### src/rtl/acc_mem_pkg.sv
// Shared types and constants for the accumulator/memory transfer sequencer.
package acc_mem_pkg;

   localparam int DEFAULT_WIDTH      = 8;
   localparam int DEFAULT_ADDR_WIDTH = 8;

   localparam logic OP_LOAD  = 1'b0;
   localparam logic OP_STORE = 1'b1;

   typedef enum logic [1:0] {
      IDLE = 2'd0,
      REQ  = 2'd1,
      WB   = 2'd2,
      DONE = 2'd3
   } state_t;

endpackage

### src/rtl/acc_mem_watchdog.sv
// Request watchdog: down-counter loaded on clear, counting while enabled.
// Only instantiated when ACC_MEM_TIMEOUT_EN is defined.
module acc_mem_watchdog #(
   parameter int TIMEOUT_CYCLES = 16
) (
   input  logic clock,
   input  logic reset,
   input  logic clear,
   input  logic enable,
   output logic expired
);

   localparam int CW = $clog2(TIMEOUT_CYCLES + 1);

   logic [CW-1:0] count_reg;

   // Loaded with TIMEOUT_CYCLES-1 so that expiry lands in the last allowed cycle.
   always_ff @(posedge clock or posedge reset) begin
      if (reset) begin
         count_reg <= '0;
      end else if (clear) begin
         count_reg <= CW'(TIMEOUT_CYCLES - 1);
      end else if (enable && (count_reg != '0)) begin
         count_reg <= count_reg - 1'b1;
      end
   end

   assign expired = enable && (count_reg == '0);

endmodule

### src/rtl/acc_mem_transfer_unit.sv
// Sequencer moving words between the accumulator and data memory over req/ack.
// Define ACC_MEM_TIMEOUT_EN to bound the wait for mem_ack and report err.
module acc_mem_transfer_unit
   import acc_mem_pkg::*;
#(
   parameter int WIDTH          = DEFAULT_WIDTH,
   parameter int ADDR_WIDTH     = DEFAULT_ADDR_WIDTH,
   parameter int TIMEOUT_CYCLES = 16
) (
   input  logic                  clock,
   input  logic                  reset,
   input  logic                  start,
   input  logic                  op,
   input  logic [ADDR_WIDTH-1:0] addr,
   input  logic [WIDTH-1:0]      acc_q,
   output logic [WIDTH-1:0]      acc_d,
   output logic                  acc_ld_str,
   output logic                  mem_req,
   output logic                  mem_we,
   output logic [ADDR_WIDTH-1:0] mem_addr,
   output logic [WIDTH-1:0]      mem_wdata,
   input  logic [WIDTH-1:0]      mem_rdata,
   input  logic                  mem_ack,
   output logic                  busy,
   output logic                  done,
   output logic                  err
);

   state_t                state_reg, state_next;
   logic                  op_reg;
   logic [ADDR_WIDTH-1:0] addr_reg;
   logic [WIDTH-1:0]      wdata_reg;
   logic [WIDTH-1:0]      rdata_reg;
   logic                  start_accept;
   logic                  timeout;

   assign start_accept = (state_reg == IDLE) && start;

   always_ff @(posedge clock or posedge reset) begin
      if (reset) begin
         state_reg <= IDLE;
         op_reg    <= OP_LOAD;
         addr_reg  <= '0;
         wdata_reg <= '0;
         rdata_reg <= '0;
      end else begin
         state_reg <= state_next;
         if (start_accept) begin
            op_reg   <= op;
            addr_reg <= addr;
            // Store data is frozen at the start edge; later acc_q changes are irrelevant.
            if (op == OP_STORE) begin
               wdata_reg <= acc_q;
            end
         end
         if ((state_reg == REQ) && mem_ack && (op_reg == OP_LOAD)) begin
            rdata_reg <= mem_rdata;
         end
      end
   end

   always_comb begin
      state_next = state_reg;
      case (state_reg)
         IDLE: if (start) state_next = REQ;
         REQ: begin
            if (mem_ack) begin
               state_next = (op_reg == OP_STORE) ? DONE : WB;
            end else if (timeout) begin
               state_next = DONE;
            end
         end
         WB:      state_next = DONE;
         DONE:    state_next = IDLE;
         default: state_next = IDLE;
      endcase
   end

   assign busy       = (state_reg != IDLE);
   assign mem_req    = (state_reg == REQ);
   assign mem_we     = mem_req && (op_reg == OP_STORE);
   assign mem_addr   = addr_reg;
   assign mem_wdata  = wdata_reg;
   assign acc_ld_str = (state_reg == WB);
   assign acc_d      = rdata_reg;
   assign done       = (state_reg == DONE);

`ifdef ACC_MEM_TIMEOUT_EN
   logic expired;
   logic err_reg;

   // Expiry is suppressed by a same-cycle ack, so an ack always wins.
   acc_mem_watchdog #(
      .TIMEOUT_CYCLES(TIMEOUT_CYCLES)
   ) u_watchdog (
      .clock   (clock),
      .reset   (reset),
      .clear   (start_accept),
      .enable  ((state_reg == REQ) && !mem_ack),
      .expired (expired)
   );

   always_ff @(posedge clock or posedge reset) begin
      if (reset) begin
         err_reg <= 1'b0;
      end else if (state_reg == REQ) begin
         err_reg <= expired;
      end
   end

   assign timeout = expired;
   assign err     = (state_reg == DONE) && err_reg;
`else
   assign timeout = 1'b0;
   assign err     = (TIMEOUT_CYCLES < 0);
`endif

endmodule

### config.mk
export PLATFORM = sky130hd
export DESIGN_NAME = acc_mem_transfer_unit
export DESIGN_NICKNAME = d
export VERILOG_FILES = /design/src/rtl/acc_mem_pkg.sv /design/src/rtl/acc_mem_watchdog.sv /design/src/rtl/acc_mem_transfer_unit.sv
export SDC_FILE = /design/constraint.sdc
export NUM_CORES = 1
export LEC_CHECK = 0
export ABC_CLOCK_PERIOD_IN_PS = 3700
export CORE_MARGIN = 5
export CORE_UTILIZATION = 42
export DETAILED_ROUTE_END_ITERATION = 7
export GPL_TIMING_DRIVEN = 0
export PLACE_DENSITY_LB_ADDON = 0.1
export SLEW_MARGIN = 25
export SYNTH_ARGS = -nofsm -noshare
export SYNTH_HDL_FRONTEND = slang
export SYNTH_SLANG_ARGS = --single-unit
### constraint.sdc
create_clock -name clock -period 3.7 [get_ports clock]
set_input_delay 0.925 -clock clock [delete_from_list [all_inputs] [get_ports clock]]
set_output_delay 0.925 -clock clock [all_outputs]
set_load 0.005 [all_outputs]
Yosys cells after proc, flatten, opt, wreduce, memory -nomap -nowiden

Cells that the tools add are included.

Flip-flop bits (word level): 27
Bits of input ports: 29
Output and inout port bits: 30

Eq/ne operators: 5
Multiplexer cells: 4
Bitwise gates (word level): 1
Reductions and logical operators: 8

Operator list:

| cell                                                                  | number |
|---|---|
| 2-bit case mux with 4 select lines                                    | 1 |
| 2-bit equality test, second input constant                            | 2 |
| 1-bit logical AND                                                     | 4 |
| 2-bit two-way mux                                                     | 2 |
| 2-bit AND reduction                                                   | 2 |
| 2-bit by 1-bit equality test with 1-bit output, second input constant | 1 |
| 2-bit logical NOT                                                     | 1 |
| 2-bit by 1-bit != test with 1-bit output, second input constant       | 1 |
| 2-bit != test, second input constant                                  | 1 |
| 2-bit nonzero test                                                    | 1 |
| 1-bit two-way mux                                                     | 1 |
| 1-bit inverter                                                        | 1 |

Longest topological paths before layout

Gate-level depths: netlist of the first run.

Word-level depth: 3
Depth in mapped cells: 5

Worst setup path before layout of the first run

OpenSTA, ideal clock, no wires.

Path type: reg-to-output
Start: reg state_reg[1]
End: out mem_we
Arrival: 869 ps
Required time: 2,775 ps
Path slack: 1,906 ps
Stages on the path, launching flop included: 4
Cell sequence: dfrtp_1 inv_1 ha_1 and2_1

Longest elaborated chain between the ends: 2

Ends and longest elaborated chain:

| what                                           | RTL line                    | RTL |
|---|---|---|
| start: declaration                             | acc_mem_transfer_unit.sv:29 | `state_t state_reg, state_next;` |
| start signal: assignment                       | acc_mem_transfer_unit.sv:47 | `state_reg <= state_next;` |
| 2-bit by 1-bit equality test with 1-bit output | acc_mem_transfer_unit.sv:80 | `assign mem_req = (state_reg == REQ);` |
| named net mem_req                              | acc_mem_transfer_unit.sv:18 | `output logic mem_req,` |
| 1-bit logical AND                              | acc_mem_transfer_unit.sv:81 | `assign mem_we = mem_req && (op_reg == OP_STORE);` |
| end: declaration                               | acc_mem_transfer_unit.sv:19 | `output logic mem_we,` |

The timed path passes the listed nets, and every way through them passes these cells.

Worst setup path in the final report of the first run

Start: reg state_reg[1]
End: out mem_we

Longest elaborated chain between the ends: 2

Ends and longest elaborated chain:

| what                                           | RTL line |
|---|---|
| 2-bit by 1-bit equality test with 1-bit output | acc_mem_transfer_unit.sv:80 |
| 1-bit logical AND                              | acc_mem_transfer_unit.sv:81 |

Every way passes these cells.

==> results.py, run 1 <==
metrics = {
    "run_status": {
        "outcome": "completed",
    },
    "floorplanning": {
        "die-area_um2": 3860,
        "num_io_pins": 59,
        "start_util": 0.448,
        "die_h_um": 62.1,
        "fp.dieW_um": 62.1,
        "coreArea_um2": 2540,
        "rows": 18,
    },
    "power_and_ir_drop": {
        "irDropWorstVdd_mv": 0.502,
        "netSwitchingFraction": 0.278,
        "comb_power_share": 0.508,
        "clkPwrFrac": 0.097,
        "total_leakage_power_nw": 0.775,
        "seq_power_share": 0.396,
        "p_int_w": 0.000957,
        "power.density_nw_per_um2": 747,
        "p_switching_w": 0.000369,
    },
    "timing": {
        "finalHoldViolations": 0,
        "relSlewSlack": 0.632,
        "worst_pin_slew_ns": 0.552,
        "rsz0062_at_grt": "false",
        "setup_viol": 0,
        "fmax_ghz": 0.369,
        "finalCritPeriodShare": 0.733,
        "layout_setup_ws_ns": 0.989,
        "slew_viol_final": 0,
        "final.setup.tns_ns": 0,
        "skew_ns": 0.00512,
        "period_needed_ns": 2.71,
    },
    "final_layout": {
        "instances_no_fill": 166,
        "diodes": 0,
        "drive_above_1_share": 0.265,
        "area_growth_syn_to_layout_pct": 55.8,
        "nets": 171,
    },
    "placement": {
        "port_buffers": 57,
        "dp.cells": 162,
        "place.detailed.hpwl_mm": 1.87,
        "globalplace.congestion": 0.702,
        "place_ws_ns": 1.35,
    },
    "setup_path": {
        "crit_chain": "inv_1 > ha_1 > and2_1 > clkdlybuf4s50_1",
        "critPathSlowestCell": "clkdlybuf4s50_1",
        "critical_path_class": "reg -> out",
        "cp_data_arrival_time_ns": 1.79,
        "worstPathRequired_ns": 2.77,
        "max_stage_delay_ns": 0.50,
        "end_kind": "primary output",
        "cp_max_fo": 5,
        "setup.worst_path.start_class": "register",
    },
    "run": {
        "max_cap_viol_count": 0,
    },
    "global_routing": {
        "grt.busiest_layer": "met2",
        "grt_first_pass_wirelength_mm": 3.83,
        "grt_use_met1": 0.170,
        "grt_pass1_vias": 844,
        "grt_use_met3": 0.0393,
        "grt_overflow": 0,
        "grt_max_degree": 28,
        "grt_use_met2": 0.223,
        "grtUsageTotal": 0.137,
        "antenna_found_initial": 0,
    },
    "cts": {
        "clk_pin_slew_ns": 0.15,
        "cts_tree": "yes",
        "cts_root_buf": "clkbuf_4",
        "htreeDepth": 1,
        "clock_latency_ns": 0.32,
        "cts.sinks": 27,
        "postCtsSetupRepairBufs": 0,
        "ctsResizeCount": 0,
        "hold_buffers": 0,
        "clock_path_buffers": 2,
        "cts_buffers": 3,
    },
    "detailed_routing": {
        "route.vias.total": 783,
        "drt_iter0_drc": 8,
        "wl_per_cell_um": 14.3,
        "drt_wl_total_mm": 2.38,
        "dr.pass1.iters": 2,
        "via_per_inst": 4.72,
        "antenna_left": 0,
        "drcViolationCount": 0,
    },
    "synth": {
        "syn_nets": 109,
        "netlist_instances": 75,
        "postSynthAreaPerCell_um2": 15.2,
        "ys_warn_count": 0,
        "ys_seq_area_frac": 0.593,
        "ys_seq_elements": 27,
        "synth.cell_area_um2": 1140,
        "netlist-cell-type-count": 18,
    },
    "min_path": {
        "hold_path.class": "reg -> reg",
    },
}
[cells in the mapped netlist]
master / count / area share
nand2_2: 1 / 0.0055
o31ai_1: 1 / 0.0066
nand2_1: 2 / 0.0066
buf_4: 1 / 0.0066
nand3b_2: 1 / 0.0099
ha_1: 5 / 0.055
nand3_2: 1 / 0.0088
mux2_4: 1 / 0.013
and2_1: 1 / 0.0055
inv_1: 4 / 0.013
conb_1: 1 / 0.0033
nor2_1: 1 / 0.0033
or2_4: 1 / 0.0077
nor2b_4: 1 / 0.012
mux2_2: 24 / 0.24
nor2b_1: 1 / 0.0055
o41ai_1: 1 / 0.0077
dfrtp_1: 27 / 0.59
[placed cells by master (no fill, tap or decap), drive strengths merged]
cell	netlist	routed
conb	1	1
mux2	25	25
nor2b	2	2
or2	1	1
nand3b	1	1
o31ai	1	1
and2	1	1
nand2	3	3
clkdlybuf4s50	0	57
nand3	1	1
nor2	1	1
clkbuf	0	3
dfrtp	27	27
buf	1	1
ha	5	5
clkinv	0	1
inv	4	4
o41ai	1	1
[through the flow]
| step | instance area (µm²) | utilization | total power [W] | hold slack [ns] |
|---|---|---|---|---|
| 6_report | 1780 | 0.698 | 0.00133 | 0.522 |
| 4_1_cts | 1780 | 0.698 | 0.00135 | 0.526 |
| 5_1_grt | 1780 | 0.698 | 0.00143 | 0.546 |
| 3_5_place_dp | 1750 | 0.687 | 0.00122 | 0.492 |
| 2_1_floorplan | 1140 | - | 0.000816 | 0.453 |
| 3_3_place_gp | 1750 | 0.687 | 0.00119 | 0.478 |
[power groups by stage]
stage / clock network [W] / logic [W] / registers, W
detailed placement: 0 / 0.000685 / 0.000533
CTS: 0.000135 / 0.000689 / 0.000527
global placement: 0 / 0.000671 / 0.000522
floorplan: 0 / 0.000278 / 0.000538
global route: 0.000146 / 0.000733 / 0.000550
finish: 0.000128 / 0.000673 / 0.000525
[critical path, delay by kind of cell (launching register included)]
family,cells,cell delay [ns]
buffers and inverters,2,0.61
and+or+nand+nor,1,0.17
adders and majority gates,1,0.23
DFF,1,0.45
[cell families after synthesis]
group                      after synthesis  share of synthesized area
and+or+nand+nor                         10                     0.0648
adders and majority gates                5                     0.0549
buffers and inverters                    5                     0.0198
muxes                                   25                      0.250
other                                    1                    0.00329
AOI/OAI and AO/OA                        2                     0.0143
DFF                                     27                      0.593
[per-layer routing]
layer,vias to the layer above,wire (µm),part of all wire
li1,374,-,-
met1,373,942,0.40
met2,34,1190,0.50
met3,2,244,0.10
met4,0,10,0.0042
met5,-,0,0
[path summary, 6_finish.rpt]
kind / cells past startpoint / slack, ns / to / startpoint
setup / recovery: 4 / 0.99 / mem_we / state_reg[1]$_DFFE_PP0P_
hold / removal: 1 / 0.52 / mem_wdata[2]$_DFFE_PP0P_ / mem_wdata[2]$_DFFE_PP0P_
setup reg to reg: 5 / 2.08 / state_reg[1]$_DFFE_PP0P_ / state_reg[0]$_DFFE_PP0P_
hold reg to reg: 1 / 0.52 / mem_wdata[2]$_DFFE_PP0P_ / mem_wdata[2]$_DFFE_PP0P_
max in group asynchronous: 2 / 2.39 / mem_addr[5]$_DFFE_PP0P_ / reset
min in group asynchronous: 2 / 0.95 / mem_wdata[1]$_DFFE_PP0P_ / reset
[final cells by class]
type	instances	area (µm²)
fill	196	769
sequential	27	676
timing repair buffer	57	571
multi-input combinational	43	442
tap	30	37.5
clock buffer	3	22.5
inverter	4	15.0
buffer	1	7.51
clock inverter	1	5.00
Power figures use the tool's default switching activity.
==> run 2: changes to the inputs <==
Settings changed: ABC_CLOCK_PERIOD_IN_PS 3700 to 2620, CORE_UTILIZATION 42 to 39.
Clock period 3.7 ns to 2.62 ns, I/O delays scaled along.
==> run 2 against run 1 <==
Sequential cell count is the same. Largest cell class unchanged. Clock-buffer cell count is the same. Critical endpoint unchanged. Critical path depth is the same. Non-clock buffer count is the same. Die area grew 6.4%.
==> results.py, run 2 (synthesis gave the netlist of run 1 again) <==
metrics = {
    "floorplanning": {
        "start_util": 0.410,
        "coreArea_um2": 2780,
        "die_h_um": 64.1,
        "fp.dieW_um": 64.1,
        "die-area_um2": 4100,
        "rows": 19,
        "num_io_pins": 59,
    },
    "timing": {
        "skew_ns": 0.00330,
        "slew_viol_final": 0,
        "setup_viol": 0,
        "period_needed_ns": 2.46,
        "rsz0062_at_grt": "false",
        "worst_pin_slew_ns": 0.553,
        "finalHoldViolations": 0,
        "fmax_ghz": 0.407,
        "final.setup.tns_ns": 0,
        "finalCritPeriodShare": 0.937,
        "relSlewSlack": 0.631,
    },
    "global_routing": {
        "grt_pass1_vias": 864,
        "grt_overflow": 0,
        "grt_first_pass_wirelength_mm": 3.95,
        "grt_max_degree": 28,
        "antenna_found_initial": 0,
        "grtUsageTotal": 0.120,
    },
    "setup_path": {
        "end_kind": "primary output",
        "max_stage_delay_ns": 0.51,
        "critPathSlowestCell": "clkdlybuf4s50_1",
        "worstPathRequired_ns": 1.97,
        "critical_path_class": "reg -> out",
        "cp_data_arrival_time_ns": 1.80,
        "crit_chain": "inv_1 > ha_1 > and2_1 > clkdlybuf4s50_1",
        "cp_max_fo": 5,
        "setup.worst_path.start_class": "register",
        "reg2regPathDepth": 5,
    },
    "detailed_routing": {
        "drcViolationCount": 0,
        "dr.pass1.iters": 2,
        "route.vias.total": 782,
        "drt_wl_total_mm": 2.43,
        "drt_iter0_drc": 6,
        "wl_per_cell_um": 14.5,
        "antenna_left": 0,
        "via_per_inst": 4.68,
    },
    "cts": {
        "cts.sinks": 27,
        "cts_root_buf": "clkbuf_4",
        "htreeDepth": 1,
        "clk_pin_slew_ns": 0.14,
        "clock_latency_ns": 0.32,
        "cts_tree": "yes",
        "cts_buffers": 3,
        "clock_path_buffers": 2,
        "ctsResizeCount": 0,
        "postCtsSetupRepairBufs": 0,
        "hold_buffers": 0,
    },
    "final_layout": {
        "drive_above_1_share": 0.265,
        "nets": 171,
        "diodes": 0,
        "final_common_cell": "clkdlybuf4s50_1",
        "final_cell_mix": "clkdlybuf4s50_1 (57), dfrtp_1 (27), mux2_2 (24)",
        "area_growth_syn_to_layout_pct": 55.9,
    },
    "placement": {
        "place.detailed.hpwl_mm": 1.95,
        "port_buffers": 57,
        "globalplace.congestion": 0.641,
    },
    "run_status": {
        "outcome": "completed",
    },
    "power_and_ir_drop": {
        "irDropWorstVdd_mv": 0.642,
        "total_power_w": 0.00187,
        "power.density_nw_per_um2": 1050,
        "total_leakage_power_nw": 0.775,
    },
    "min_path": {
        "min_path_cells": 1,
        "hold_path.class": "reg -> reg",
    },
    "run": {
        "max_cap_viol_count": 0,
    },
}
-- run 2: cell counts in the layout (fill, tap and decap cells not counted) --
No cell type changed its count.
-- run 2: routing by layer --
metal | routed length [µm] | GRT usage | vias to the layer above
li1 | - | - | 379
met2 | 1280 | 0.212 | 30
met3 | 275 | 0.0560 | 0
met4 | 0 | 0.0312 | 0
met1 | 874 | 0.127 | 373
met5 | 0 | 0 | -
-- run 2: report_power, final --
group | internal [W] | switching, W
clock network | 0.0000572 | 0.000118
registers | 0.000628 | 0.000112
logic | 0.000667 | 0.000291
-- run 2: stage by stage --
| step | instances | worst slack, ns | util | area (µm²) | hold WS (ns) |
|---|---|---|---|---|---|
| detailed placement | 163 | 0.522 | 0.629 | 1750 | 0.492 |
| floorplan | 75 | 1.10 | - | 1140 | 0.453 |
| finish | 167 | 0.164 | 0.639 | 1780 | 0.520 |
| global placement | 163 | 0.555 | 0.629 | 1750 | 0.480 |
| global route | 167 | 0.0383 | 0.639 | 1780 | 0.538 |
| CTS | 167 | 0.141 | 0.639 | 1780 | 0.524 |
-- run 2: final timing paths --
kind	start	end	slack [ns]
min	mem_addr[5]$_DFFE_PP0P_	mem_addr[5]$_DFFE_PP0P_	0.52
max reg2reg	state_reg[0]$_DFFE_PP0P_	state_reg[1]$_DFFE_PP0P_	1.01
min reg2reg	mem_addr[5]$_DFFE_PP0P_	mem_addr[5]$_DFFE_PP0P_	0.52
min in group asynchronous	reset	mem_wdata[0]$_DFFE_PP0P_	0.68
max in group asynchronous	reset	state_reg[0]$_DFFE_PP0P_	1.57
max	state_reg[1]$_DFFE_PP0P_	mem_we	0.16
-- run 2: area by class of cell --
type                    count  area, µm²
fillers                   234       1000
flip-flops and latches     27        676
clock buffers               3       22.5
inverters                   4       15.0
multi-input cells          43        442
plain buffers               1       7.51
clock inverters             1       5.00
repair buffers             57        571
well taps                  31       38.8
-- run 2: critical path: cells and delay by family, from the launching register on --
| family | cells | cell delay [ns] |
|---|---|---|
| buffers and inverters | 2 | 0.63 |
| adders and majority gates | 1 | 0.23 |
| DFF | 1 | 0.46 |
| and+or+nand+nor | 1 | 0.16 |
==> variant, RTL diff (flow settings as in run 2) <==
Set the package constant `DEFAULT_WIDTH` to 10 (it was 8).
--- a/src/rtl/acc_mem_pkg.sv
+++ b/src/rtl/acc_mem_pkg.sv
@@ -1,7 +1,7 @@
 // Shared types and constants for the accumulator/memory transfer sequencer.
 package acc_mem_pkg;
 
-   localparam int DEFAULT_WIDTH      = 8;
+   localparam int DEFAULT_WIDTH      = 10;
    localparam int DEFAULT_ADDR_WIDTH = 8;
 
    localparam logic OP_LOAD  = 1'b0;
Ports: changed (resized acc_d, acc_q, mem_rdata and mem_wdata); port bits go from 59 to 67. No check against the original RTL was run, so the function may have changed too.
==> variant against run 2 <==
  * Wire length grew 14%
  * Count of clock-buffer cells in the layout grew 5
  * Sequential cell count grew 4
  * Critical path depth is the same
  * Power grew 17%
  * Sequential share of layout area shrank 0.15 points
  * Core utilization grew 2.1 points
  * Setup slack gained 0.020 ns
  * Final area grew 15%
  * Maximum frequency grew 0.83%
  * Area after synthesis grew 12%
  * Worst hold slack lost 0.024 ns
==> variant: results (changes against run 2) <==
- CP max stage cell: clkdlybuf4s50_1 (unchanged)
- DRT iter0 DRCs: 42 (was 6)
- 1st-pass router iterations: 3 (was 2)
- Vias/cell: 4.59 (was 4.68)
- I/O Buffers: 65 (was 57)
- VDD IR max: 0.530 mV (was 0.642 mV)
- Post-Route WL: 2760 um (was 2430 um)
- Final #Nets: 195 (was 171)
- First-pass GRT wire length: 4470 um (was 3950 um)
- Hpwl dp: 2220 um (was 1950 um)
- Rel. slew slack: 59.2% (was 63.1%)
- Final GP Congestion: 0.642 (was 0.641)
- Share of layout cells above drive strength 1: 24.7% (was 26.5%)
- Most instantiated cells after synthesis: dfrtp_1 (31), mux2_2 (28), ha_1 (5) (was dfrtp_1 (27), mux2_2 (24), ha_1 (5))
- CTS H-tree depth: 2 (was 1)
- Reg clk slew, reported paths: 0.09 ns (was 0.14 ns)
- Vias in the first global route: 1,011 (was 864)
- Pin count of the biggest net entering global routing: 32 (was 28)
- Clock Path Buffers: 2 (unchanged)
- Status: completed (unchanged)
- Leak: 0.890 nW (was 0.775 nW)
- Critical Path AT: 1.78 ns (was 1.80 ns)
- Clk_skew: 0.00241 ns (was 0.00330 ns)
- GRT Util Overall: 13.7% (was 12.0%)
- Yosys warns: 0 (unchanged)
- Register area share after synthesis: 60.9% (was 59.3%)
## variant: final cells by class
class | instances | area (sq um)
Fill cell | 270 | 1050
Sequential cell | 31 | 776
Timing Repair Buffer | 65 | 651
Multi-Input combinational cell | 47 | 465
Clock buffer | 8 | 68.8
Tap cell | 44 | 55.1
Buffer | 3 | 17.5
Inverter | 4 | 15.0
## variant: routing by layer
layer | part of all wire (%) | GRT usage [%] | vias up
met2 | 52 | 24.5 | 40
met5 | 0 | 0 | -
li1 | - | - | 432
met3 | 10 | 5.66 | 8
met1 | 35 | 13.0 | 447
met4 | 2.6 | 8.35 | 0
## variant: through the flow
step / hold slack, ns / worst slack (ns) / util [%] / instance area (sq um) / cells
floorplan: 0.452 / 1.09 / - / 1270 / 85
global placement: 0.475 / 0.573 / 63.8 / 1980 / 194
detailed placement: 0.481 / 0.536 / 63.8 / 1980 / 194
CTS: 0.504 / 0.163 / 66.0 / 2050 / 202
global route: 0.532 / 0.0776 / 66.0 / 2050 / 202
finish: 0.496 / 0.184 / 66.0 / 2050 / 202
## variant: tightest hold or removal path: cells and delay by family (launching register included)
kind	cells	cell delay, ns
DFF	1	0.36
and+or+nand+nor	2	0.10
## variant: worst paths after layout
path	start	end	slack, ns	cells after the start
min in group asynchronous	reset	acc_d[4]	0.72	2
min reg2reg	op_reg	op_reg	0.50	2
min	op_reg	op_reg	0.50	2
max	state_reg[1]	mem_we	0.18	4
max reg2reg	state_reg[1]	state_reg[0]	0.96	5
max in group asynchronous	reset	mem_addr[1]	1.50	2
## variant: power breakdown
group          total, mW  switching [mW]  internal, mW
Sequential         0.843           0.120         0.723
Clock              0.307           0.150         0.158
Combinational       1.05           0.319         0.728
## variant: cell families (layout without fill, tap and decap cells)
kind of cell,Yosys count,count (layout),synth area share [%]
simple gates,10,10,4.22
flops,31,31,60.9
compound gates,2,2,1.47
buf+inv,7,80,2.55
other cells,1,1,0.294
fa+ha+maj,5,5,4.91
mux,29,29,25.6
